===== src/rtl/mem_pkg.sv =====
// Shared definitions for the MEMORY-section switch-style storage blocks:
// controller state encoding and the per-bit switched-inverter step.
package mem_pkg;

  typedef enum logic [0:0] {
    IDLE  = 1'b0,
    CLEAR = 1'b1
  } bank_state_e;

  // One bit of a switched inverter: passes d (optionally inverted) when loaded, else drives 0.
  function automatic logic switch_inv(input logic i_d, input logic i_load, input logic i_inv);
    return i_load & (i_d ^ i_inv);
  endfunction

endpackage


===== src/rtl/read_port_gate.sv =====
// One read port of the register bank: same-cycle write bypass, per-port
// inversion and load gating, followed by the output register.
module read_port_gate
  import mem_pkg::*;
#(
  parameter int WIDTH  = 8,
  parameter int ADDR_W = 3
) (
  input  logic              clk,
  input  logic              rst,
  input  logic              i_load,
  input  logic              i_inv,
  input  logic [ADDR_W-1:0] i_addr,
  input  logic [WIDTH-1:0]  i_mem_data,
  input  logic              i_wr_en,
  input  logic [ADDR_W-1:0] i_wr_addr,
  input  logic [WIDTH-1:0]  i_wr_data,
  output logic [WIDTH-1:0]  o_data
);

  logic [WIDTH-1:0] w_rdata;
  logic [WIDTH-1:0] w_next;
  logic [WIDTH-1:0] r_out;

  // Bypass the array when this cycle's write targets the address being read.
  always_comb begin
    w_rdata = i_mem_data;
    if (i_wr_en && (i_wr_addr == i_addr)) begin
      w_rdata = i_wr_data;
    end else begin
      w_rdata = i_mem_data;
    end
    w_next = '0;
    for (int i = 0; i < WIDTH; i++) begin
      w_next[i] = switch_inv(w_rdata[i], i_load, i_inv);
    end
  end

  // Output register.
  always_ff @(posedge clk or posedge rst) begin
    if (rst) begin
      r_out <= '0;
    end else begin
      r_out <= w_next;
    end
  end

  assign o_data = r_out;

endmodule


===== src/rtl/reg_bank_switch.sv =====
// DEPTH x WIDTH register bank with one save port, two switch-gated read
// ports and a one-word-per-cycle clear sequencer.
module reg_bank_switch
  import mem_pkg::*;
#(
  parameter  int WIDTH  = 8,
  parameter  int DEPTH  = 8,
  localparam int ADDR_W = $clog2(DEPTH)
) (
  input  logic              clk,
  input  logic              rst,
  input  logic              save,
  input  logic [ADDR_W-1:0] save_addr,
  input  logic [WIDTH-1:0]  save_data,
  input  logic              load_a,
  input  logic [ADDR_W-1:0] addr_a,
  input  logic              inv_a,
  input  logic              load_b,
  input  logic [ADDR_W-1:0] addr_b,
  input  logic              inv_b,
  input  logic              clear,
  output logic [WIDTH-1:0]  out_a,
  output logic [WIDTH-1:0]  out_b,
  output logic              busy
);

  bank_state_e      r_state;
  bank_state_e      w_state_next;
  logic [ADDR_W-1:0] r_cnt;
  logic [ADDR_W-1:0] w_cnt_next;
  logic [WIDTH-1:0]  r_mem [DEPTH];

  logic              w_save_acc;
  logic              w_clr_we;
  logic              w_wr_en;
  logic [ADDR_W-1:0] w_wr_addr;
  logic [WIDTH-1:0]  w_wr_data;

  // A single write port shared by the save path and the clear engine; saves only land in IDLE.
  assign w_save_acc = save && (r_state == IDLE);
  assign w_clr_we   = (r_state == CLEAR);
  assign w_wr_en    = w_save_acc | w_clr_we;
  assign w_wr_addr  = w_clr_we ? r_cnt : save_addr;
  assign w_wr_data  = w_clr_we ? '0 : save_data;
  assign busy       = (r_state == CLEAR);

  // Clear sequencer next-state logic.
  always_comb begin
    w_state_next = r_state;
    w_cnt_next   = r_cnt;
    case (r_state)
      IDLE: begin
        if (clear) begin
          w_state_next = CLEAR;
          w_cnt_next   = '0;
        end else begin
          w_state_next = IDLE;
          w_cnt_next   = r_cnt;
        end
      end
      CLEAR: begin
        w_cnt_next = r_cnt + ADDR_W'(1);
        if (r_cnt == ADDR_W'(DEPTH - 1)) begin
          w_state_next = IDLE;
        end else begin
          w_state_next = CLEAR;
        end
      end
      default: begin
        w_state_next = IDLE;
        w_cnt_next   = '0;
      end
    endcase
  end

  // Sequencer state and counter registers.
  always_ff @(posedge clk or posedge rst) begin
    if (rst) begin
      r_state <= IDLE;
      r_cnt   <= '0;
    end else begin
      r_state <= w_state_next;
      r_cnt   <= w_cnt_next;
    end
  end

  // Storage array.
  always_ff @(posedge clk or posedge rst) begin
    if (rst) begin
      for (int i = 0; i < DEPTH; i++) begin
        r_mem[i] <= '0;
      end
    end else if (w_wr_en) begin
      r_mem[w_wr_addr] <= w_wr_data;
    end
  end

  read_port_gate #(.WIDTH(WIDTH), .ADDR_W(ADDR_W)) u_port_a (
    .clk        (clk),
    .rst        (rst),
    .i_load     (load_a),
    .i_inv      (inv_a),
    .i_addr     (addr_a),
    .i_mem_data (r_mem[addr_a]),
    .i_wr_en    (w_wr_en),
    .i_wr_addr  (w_wr_addr),
    .i_wr_data  (w_wr_data),
    .o_data     (out_a)
  );

  read_port_gate #(.WIDTH(WIDTH), .ADDR_W(ADDR_W)) u_port_b (
    .clk        (clk),
    .rst        (rst),
    .i_load     (load_b),
    .i_inv      (inv_b),
    .i_addr     (addr_b),
    .i_mem_data (r_mem[addr_b]),
    .i_wr_en    (w_wr_en),
    .i_wr_addr  (w_wr_addr),
    .i_wr_data  (w_wr_data),
    .o_data     (out_b)
  );

endmodule


===== config.mk =====
export PLATFORM = sky130hd
export DESIGN_NAME = reg_bank_switch
export DESIGN_NICKNAME = d
export VERILOG_FILES = /design/src/rtl/mem_pkg.sv /design/src/rtl/read_port_gate.sv /design/src/rtl/reg_bank_switch.sv
export SDC_FILE = /design/constraint.sdc
export NUM_CORES = 1
export LEC_CHECK = 0
export BUFFER_PORTS_ARGS = -buffer_cell sky130_fd_sc_hd__clkbuf_2
export CORE_UTILIZATION = 60
export CTS_CLUSTER_SIZE = 24
export DETAILED_ROUTE_END_ITERATION = 16
export PLACE_DENSITY_LB_ADDON = 0.05
export SKIP_CTS_REPAIR_TIMING = 1
export SYNTH_ARGS = -nofsm -noshare
export SYNTH_HDL_FRONTEND = slang
export SYNTH_SLANG_ARGS = --single-unit

===== constraint.sdc =====
create_clock -name clk -period 6.75 [get_ports clk]
set_input_delay 1.35 -clock clk [delete_from_list [all_inputs] [get_ports clk]]
set_output_delay 1.35 -clock clk [all_outputs]
set_load 0.005 [all_outputs]

# == Word level (Yosys, flattened, before mapping) ==
# Index checks and enable logic that the tools add are counted.
# totals
regBits,84
elab_cells,80
# classes
n_addsub,1
magnitude_cmp,4
n_eq_ne,4
mux,18
bitwise,37
reduce_logical,4
# op_table
op,count
64-bit bitwise mux,1
8-bit two-way mux,8
8-bit binary-select mux with 3-bit select,2
8-bit demux with 3-bit select,1
1-bit bitwise AND,16
1-bit bitwise XOR,16
4-bit >= comparator (second input constant),3
3-bit NOT with 4-bit output,3
3-bit equality test,2
3-bit two-way mux,2
3-bit case mux with 2 select lines,1
1-bit logical AND,4
4-bit by 1-bit < comparator with 1-bit output (second input constant),1
3-bit by 1-bit adder with 3-bit output (second input constant),1
3-bit equality test (second input constant),1
1-bit two-way mux,2
2-bit inequality test (second input constant),1
1-bit case mux with 2 select lines,1
1-bit NOT,1
1-bit bitwise OR,1

# == Logic depth before layout (Yosys ltp) ==
# logic_depth
word_depth,7
mapped_depth,8
ltp_nobuf,4

# == Hierarchy ==
# A second synthesis with hierarchy kept.
# unflattened
hier_cells,380
area_unflattened_um2,4984.8
# modules_own_cells
mod,instances,cells_each,area_per_inst_um2
reg_bank_switch,1,260,3861.2
read_port_gate,2,60,561.8

# == Least setup slack after synthesis ==
# No wires, ideal clock.
# synth_timing
kind,input to register
from,input port addr_a[2]
to,"register u_port_a.r_out[4], in the netlist u_port_a.o_data[4]"
setup_time_ps,72
arrival_time_ps,2781
required_ps,6678
setup_slack_ps,3897
stages,6
path_cell_list,buf_2 > clkbuf_1 > mux4_2 > mux2_2 > a311oi_1 > nand4b_1
# synth_between
elab_chain_cells,7
elab_cells_between_ends,9
# synth_rtl
element,line,text
"start, declared",reg_bank_switch.sv:16,"input logic [ADDR_W-1:0] addr_a,"
3-bit NOT with 4-bit output (not written as such),reg_bank_switch.sv:104,".i_mem_data (r_mem[addr_a]),"
8-bit binary-select mux with 3-bit select,reg_bank_switch.sv:104,
8-bit two-way mux (not written as such) (2 in a row),reg_bank_switch.sv:104,
8-bit two-way mux (*),read_port_gate.sv:28,if (i_wr_en && (i_wr_addr == i_addr)) begin
1-bit bitwise XOR (*),mem_pkg.sv:12,return i_load & (i_d ^ i_inv);
1-bit bitwise AND (*),mem_pkg.sv:12,
named net u_port_a.w_next[4],read_port_gate.sv:22,logic [WIDTH-1:0] w_next;
"end signal, assigned",read_port_gate.sv:44,r_out <= w_next;
"end, declared",read_port_gate.sv:23,logic [WIDTH-1:0] r_out;
# Mark *: on every way through the listed nets, which the timed path passes. The rest lies on a longest branch. The select of a mux whose other input is x is not followed.
# A chain may end at the register's enable or synchronous reset.

# == Worst setup path in the final report ==
# layout_timing
from,input port addr_b[1]
to,"register u_port_b.r_out[6], in the netlist u_port_b.o_data[6]"
# layout_between
elab_chain_cells,7
elab_cells_between_ends,9
# layout_rtl
element,line,text
"start, declared",reg_bank_switch.sv:19,"input logic [ADDR_W-1:0] addr_b,"
3-bit NOT with 4-bit output (not written as such),reg_bank_switch.sv:117,".i_mem_data (r_mem[addr_b]),"
8-bit binary-select mux with 3-bit select,reg_bank_switch.sv:117,
8-bit two-way mux (not written as such) (2 in a row),reg_bank_switch.sv:117,
8-bit two-way mux (*),read_port_gate.sv:28,
1-bit bitwise XOR (*),mem_pkg.sv:12,
1-bit bitwise AND (*),mem_pkg.sv:12,
named net u_port_b.w_next[6],read_port_gate.sv:22,
"end signal, assigned",read_port_gate.sv:44,
"end, declared",read_port_gate.sv:23,
# Marks and branches as above.

==> reports/results.tsv <==
stage	metric	value	unit
placement	number of I/O port buffers	41	
clock_tree	Clock Latency Late Sink	360	ps
sta	clock skew after layout	12.7	ps
detailed_routing	number of violations reported at the end of detailed-routing iteration 0	259	
critical_path	origin of the worst setup path	addr_b[1]	
clock_tree	clock sinks	84	
detailed_routing	Vias per Instance	6.92	
logic_synthesis	most instantiated cells after synthesis	dfrtp_1 (84), mux2_2 (78), mux4_2 (32)	
die	Total Die Area	9000	sq um
logic_synthesis	number of enable-type register cells in the synthesized netlist	0	
placement	RD Place Congestion	0.797	
die	initial standard-cell utilization of the core	0.624	
logic_synthesis	gate count of the mapped netlist	416	
power	sw power	0.975	mW
logic_synthesis	combined area of all synthesized cells	5180	sq um
die	core box area	8300	sq um
logic_synthesis	most common cell in the synthesized netlist	dfrtp_1	
clock_tree	CTS max path bufs	2	
critical_path	crit path kind	input port to register	
flow_run	max-cap viol count	0	
sta	Worst slew margin	0.204	
logic_synthesis	Yosys warning total	0	
clock_tree	CTS root buffer	clkbuf_8	
sta	Worst Hold Slack	527	ps
critical_path	type of origin of the critical path	input port	
grt	pin count of the biggest net entering global routing	85	
logic_synthesis	Post-Synthesis Net Count	443	
outcome	outcome	completed	
detailed_routing	Detail Route Antenna Nets	0	
critical_path	largest fanout on the critical path	18	
grt	antenna violations before repair	0	
detailed_routing	Remaining DRCs	0	
power	Tot Pwr	2.39	mW
power	leakage power	2.39	nW
logic_synthesis	unique cell type count in the Yosys netlist	39	
grt	via count of the first global-routing pass	3540	
logic_synthesis	most instantiated flip-flop cell in the synthesis netlist	dfrtp_1	
logic_synthesis	Async S/R FF share, synth	1.00	
sta	max frequency	309	MHz
clock_tree	clock buffers created by TritonCTS	9	
clock_tree	TritonCTS clock tree	built	
grt	GRT Overall Usage	0.295	
power	VDD IR-drop max	213	uV
critical_path	Register-to-Register Path Depth	4	
die	I/O pin total	42	
sta	accumulated negative setup slack	0	ps
power	combinational cell fraction of total power	0.461	
logic_synthesis	Mapped Avg Cell Area	12.4	sq um
cells_and_area	antenna cells	0	
power	fraction of power spent switching nets	0.407	
logic_synthesis	cells taking the most area after synthesis	dfrtp_1 (41%), mux2_2 (17%), mux4_2 (14%)	
critical_path	data required time at the worst endpoint	7040	ps
logic_synthesis	portion of the post-synthesis area used by sequential elements	0.406	
critical_path	reg-to-reg startpoint	busy	
cells_and_area	nets	454	
min_path	count of cells along the worst hold path	1	
sta	max-slew violation count	0	
critical_path	Setup crit end kind	register	
die	horizontal die dimension	94.9	um
detailed_routing	final routed wire length divided by cell count	23.1	um
power	clock share of power	0.176	
power	power per unit of standard cell area	433	nW/um^2
sta	transition at the pin with the smallest max-transition slack	1190	ps
cells_and_area	fill count	629	
detailed_routing	number of vias in the routed layout	3715	
sta	Hold Violations, Final	0	
logic_synthesis	portion of synthesized cell area occupied by the leading cell type	0.406	
placement	DP Wirelength	7830	um
min_path	worst min path class	register to register	
min_path	worst hold path endpoint	r_mem[34]	
critical_path	cell with the largest stage delay on the worst path	a22oi_1	
cells_and_area	share of post-route cells with drive strength above 1	0.405	
sta	RSZ-0062 raised after global routing	false	
die	number of cell rows	33	
cells_and_area	layout overhead on the synthesized area	6.91	%
sta	setup violation total in the final timing report	0	
critical_path	Largest stage delay, worst path	920	ps
detailed_routing	final wirelength	12400	um
grt	wire length of the first global-routing pass	19200	um
die	Die Height	94.9	um
grt	total congestion overflow after global routing	0	
power	internal power consumption	1.42	mW
logic_synthesis	count of state elements after synthesis	84	
sta	final worst path period need	3240	ps
clock_tree	Max H-tree Level	3	
min_path	Hold Crit Start	r_mem[34]	
critical_path	reg-to-reg slack, setup	3610	ps
logic_synthesis	cell type contributing the most total cell area after synthesis	dfrtp_1	
critical_path	Worst R2R End	u_port_a.o_data[3]	
clock_tree	clk slew on worst S/H paths	100	ps
power	register share of total power	0.364	
critical_path	arrival time of data at the critical path endpoint	3530	ps
detailed_routing	number of iterations in the first detailed-routing pass	4	
sta	share of the clock period used by the worst path	0.480	
critical_path	critical path, cell by cell	clkbuf_2, xnor2_1, a22oi_1, o311ai_0, nand4b_1	
==> layer usage <==
layer,share of wire,GRT usage,wire (um)
met5,0,0,0
met4,0.027,0.111,337
met3,0.075,0.0789,936
met2,0.48,0.461,5940
met1,0.42,0.394,5210
==> per-stage QoR <==
stage / cells / worst slack (ps) / area (sq um) / util
3_5_place_dp: 521 / 3170 / 5300 / 0.639
2_1_floorplan: 416 / 3230 / 5180 / -
3_3_place_gp: 521 / 3280 / 5300 / 0.639
6_report: 537 / 3510 / 5540 / 0.667
4_1_cts: 537 / 3550 / 5540 / 0.667
5_1_grt: 537 / 3310 / 5540 / 0.667
==> cells by family after synthesis <==
group / count (synthesis) / share of synthesized area
adder cells (fa/ha/maj): 2 / 0.00483
multiplexers: 115 / 0.323
buffers and inverters: 44 / 0.0437
flip-flops: 84 / 0.406
AO/OA/AOI/OAI: 46 / 0.0749
XOR/XNOR: 12 / 0.0203
AND/OR/NAND/NOR: 113 / 0.127
==> flip-flops by register name (all words and copies together), names as in the netlist <==
name / flops
busy: 1
r_cnt: 3
r_mem: 64
u_port_a.o_data: 8
u_port_b.o_data: 8
==> layout make-up <==
| class | count | area, sq um | share of cell area |
|---|---|---|---|
| clock buffers | 10 | 138 | 0.0249 |
| clock inverters | 6 | 93.8 | 0.0170 |
| inverters | 2 | 8.76 | 0.00158 |
| multi-input cells | 288 | 2850 | 0.515 |
| flip-flops and latches | 84 | 2100 | 0.380 |
| well taps | 105 | 131 | 0.0237 |
| repair buffers | 42 | 213 | 0.0384 |
==> power groups by stage <==
stage	Combinational, mW	Sequential, mW	Clock [mW]
global route	1.19	0.902	0.448
detailed placement	1.08	0.877	0
finish	1.10	0.871	0.420
floorplan	0.883	0.815	0
global placement	1.06	0.859	0
CTS	1.09	0.868	0.426
==> worst max-delay path, delay by kind of cell <==
kind	cells	cell delay [ps]
and+or+nand+nor	1	180
AOI/OAI and AO/OA	2	1230
xor gates and xnor gates	1	180
buffers and inverters	1	560
==> cells in the final DEF (no fill, tap or decap), types with 3 or more instances in the layout <==
cell type,synthesis,layout
xnor2_1,8,8
clkbuf_2,1,41
mux4_2,32,32
nand2b_1,5,5
nand4_1,16,16
o311ai_0,16,16
nand4b_1,16,16
nand2_1,24,24
nor2_1,19,19
or4_1,16,16
xor2_1,4,4
dfrtp_1,84,84
clkbuf_8,0,10
nor2b_1,14,14
a311oi_1,16,16
mux2_2,78,78
a22oi_1,3,3
==> how the worst max path moves through the flow <==
stage / endpoint / slack (ps) / cells past startpoint
2_1_floorplan: busy / 3230 / 1
3_3_place_gp: u_port_b.o_data[6] / 3280 / 5
3_5_place_dp: u_port_b.o_data[3] / 3170 / 5
4_1_cts: u_port_b.o_data[3] / 3550 / 5
5_1_grt: u_port_b.o_data[3] / 3310 / 5
6_report: u_port_b.o_data[6] / 3510 / 5
(Power assumes the default switching activity.)
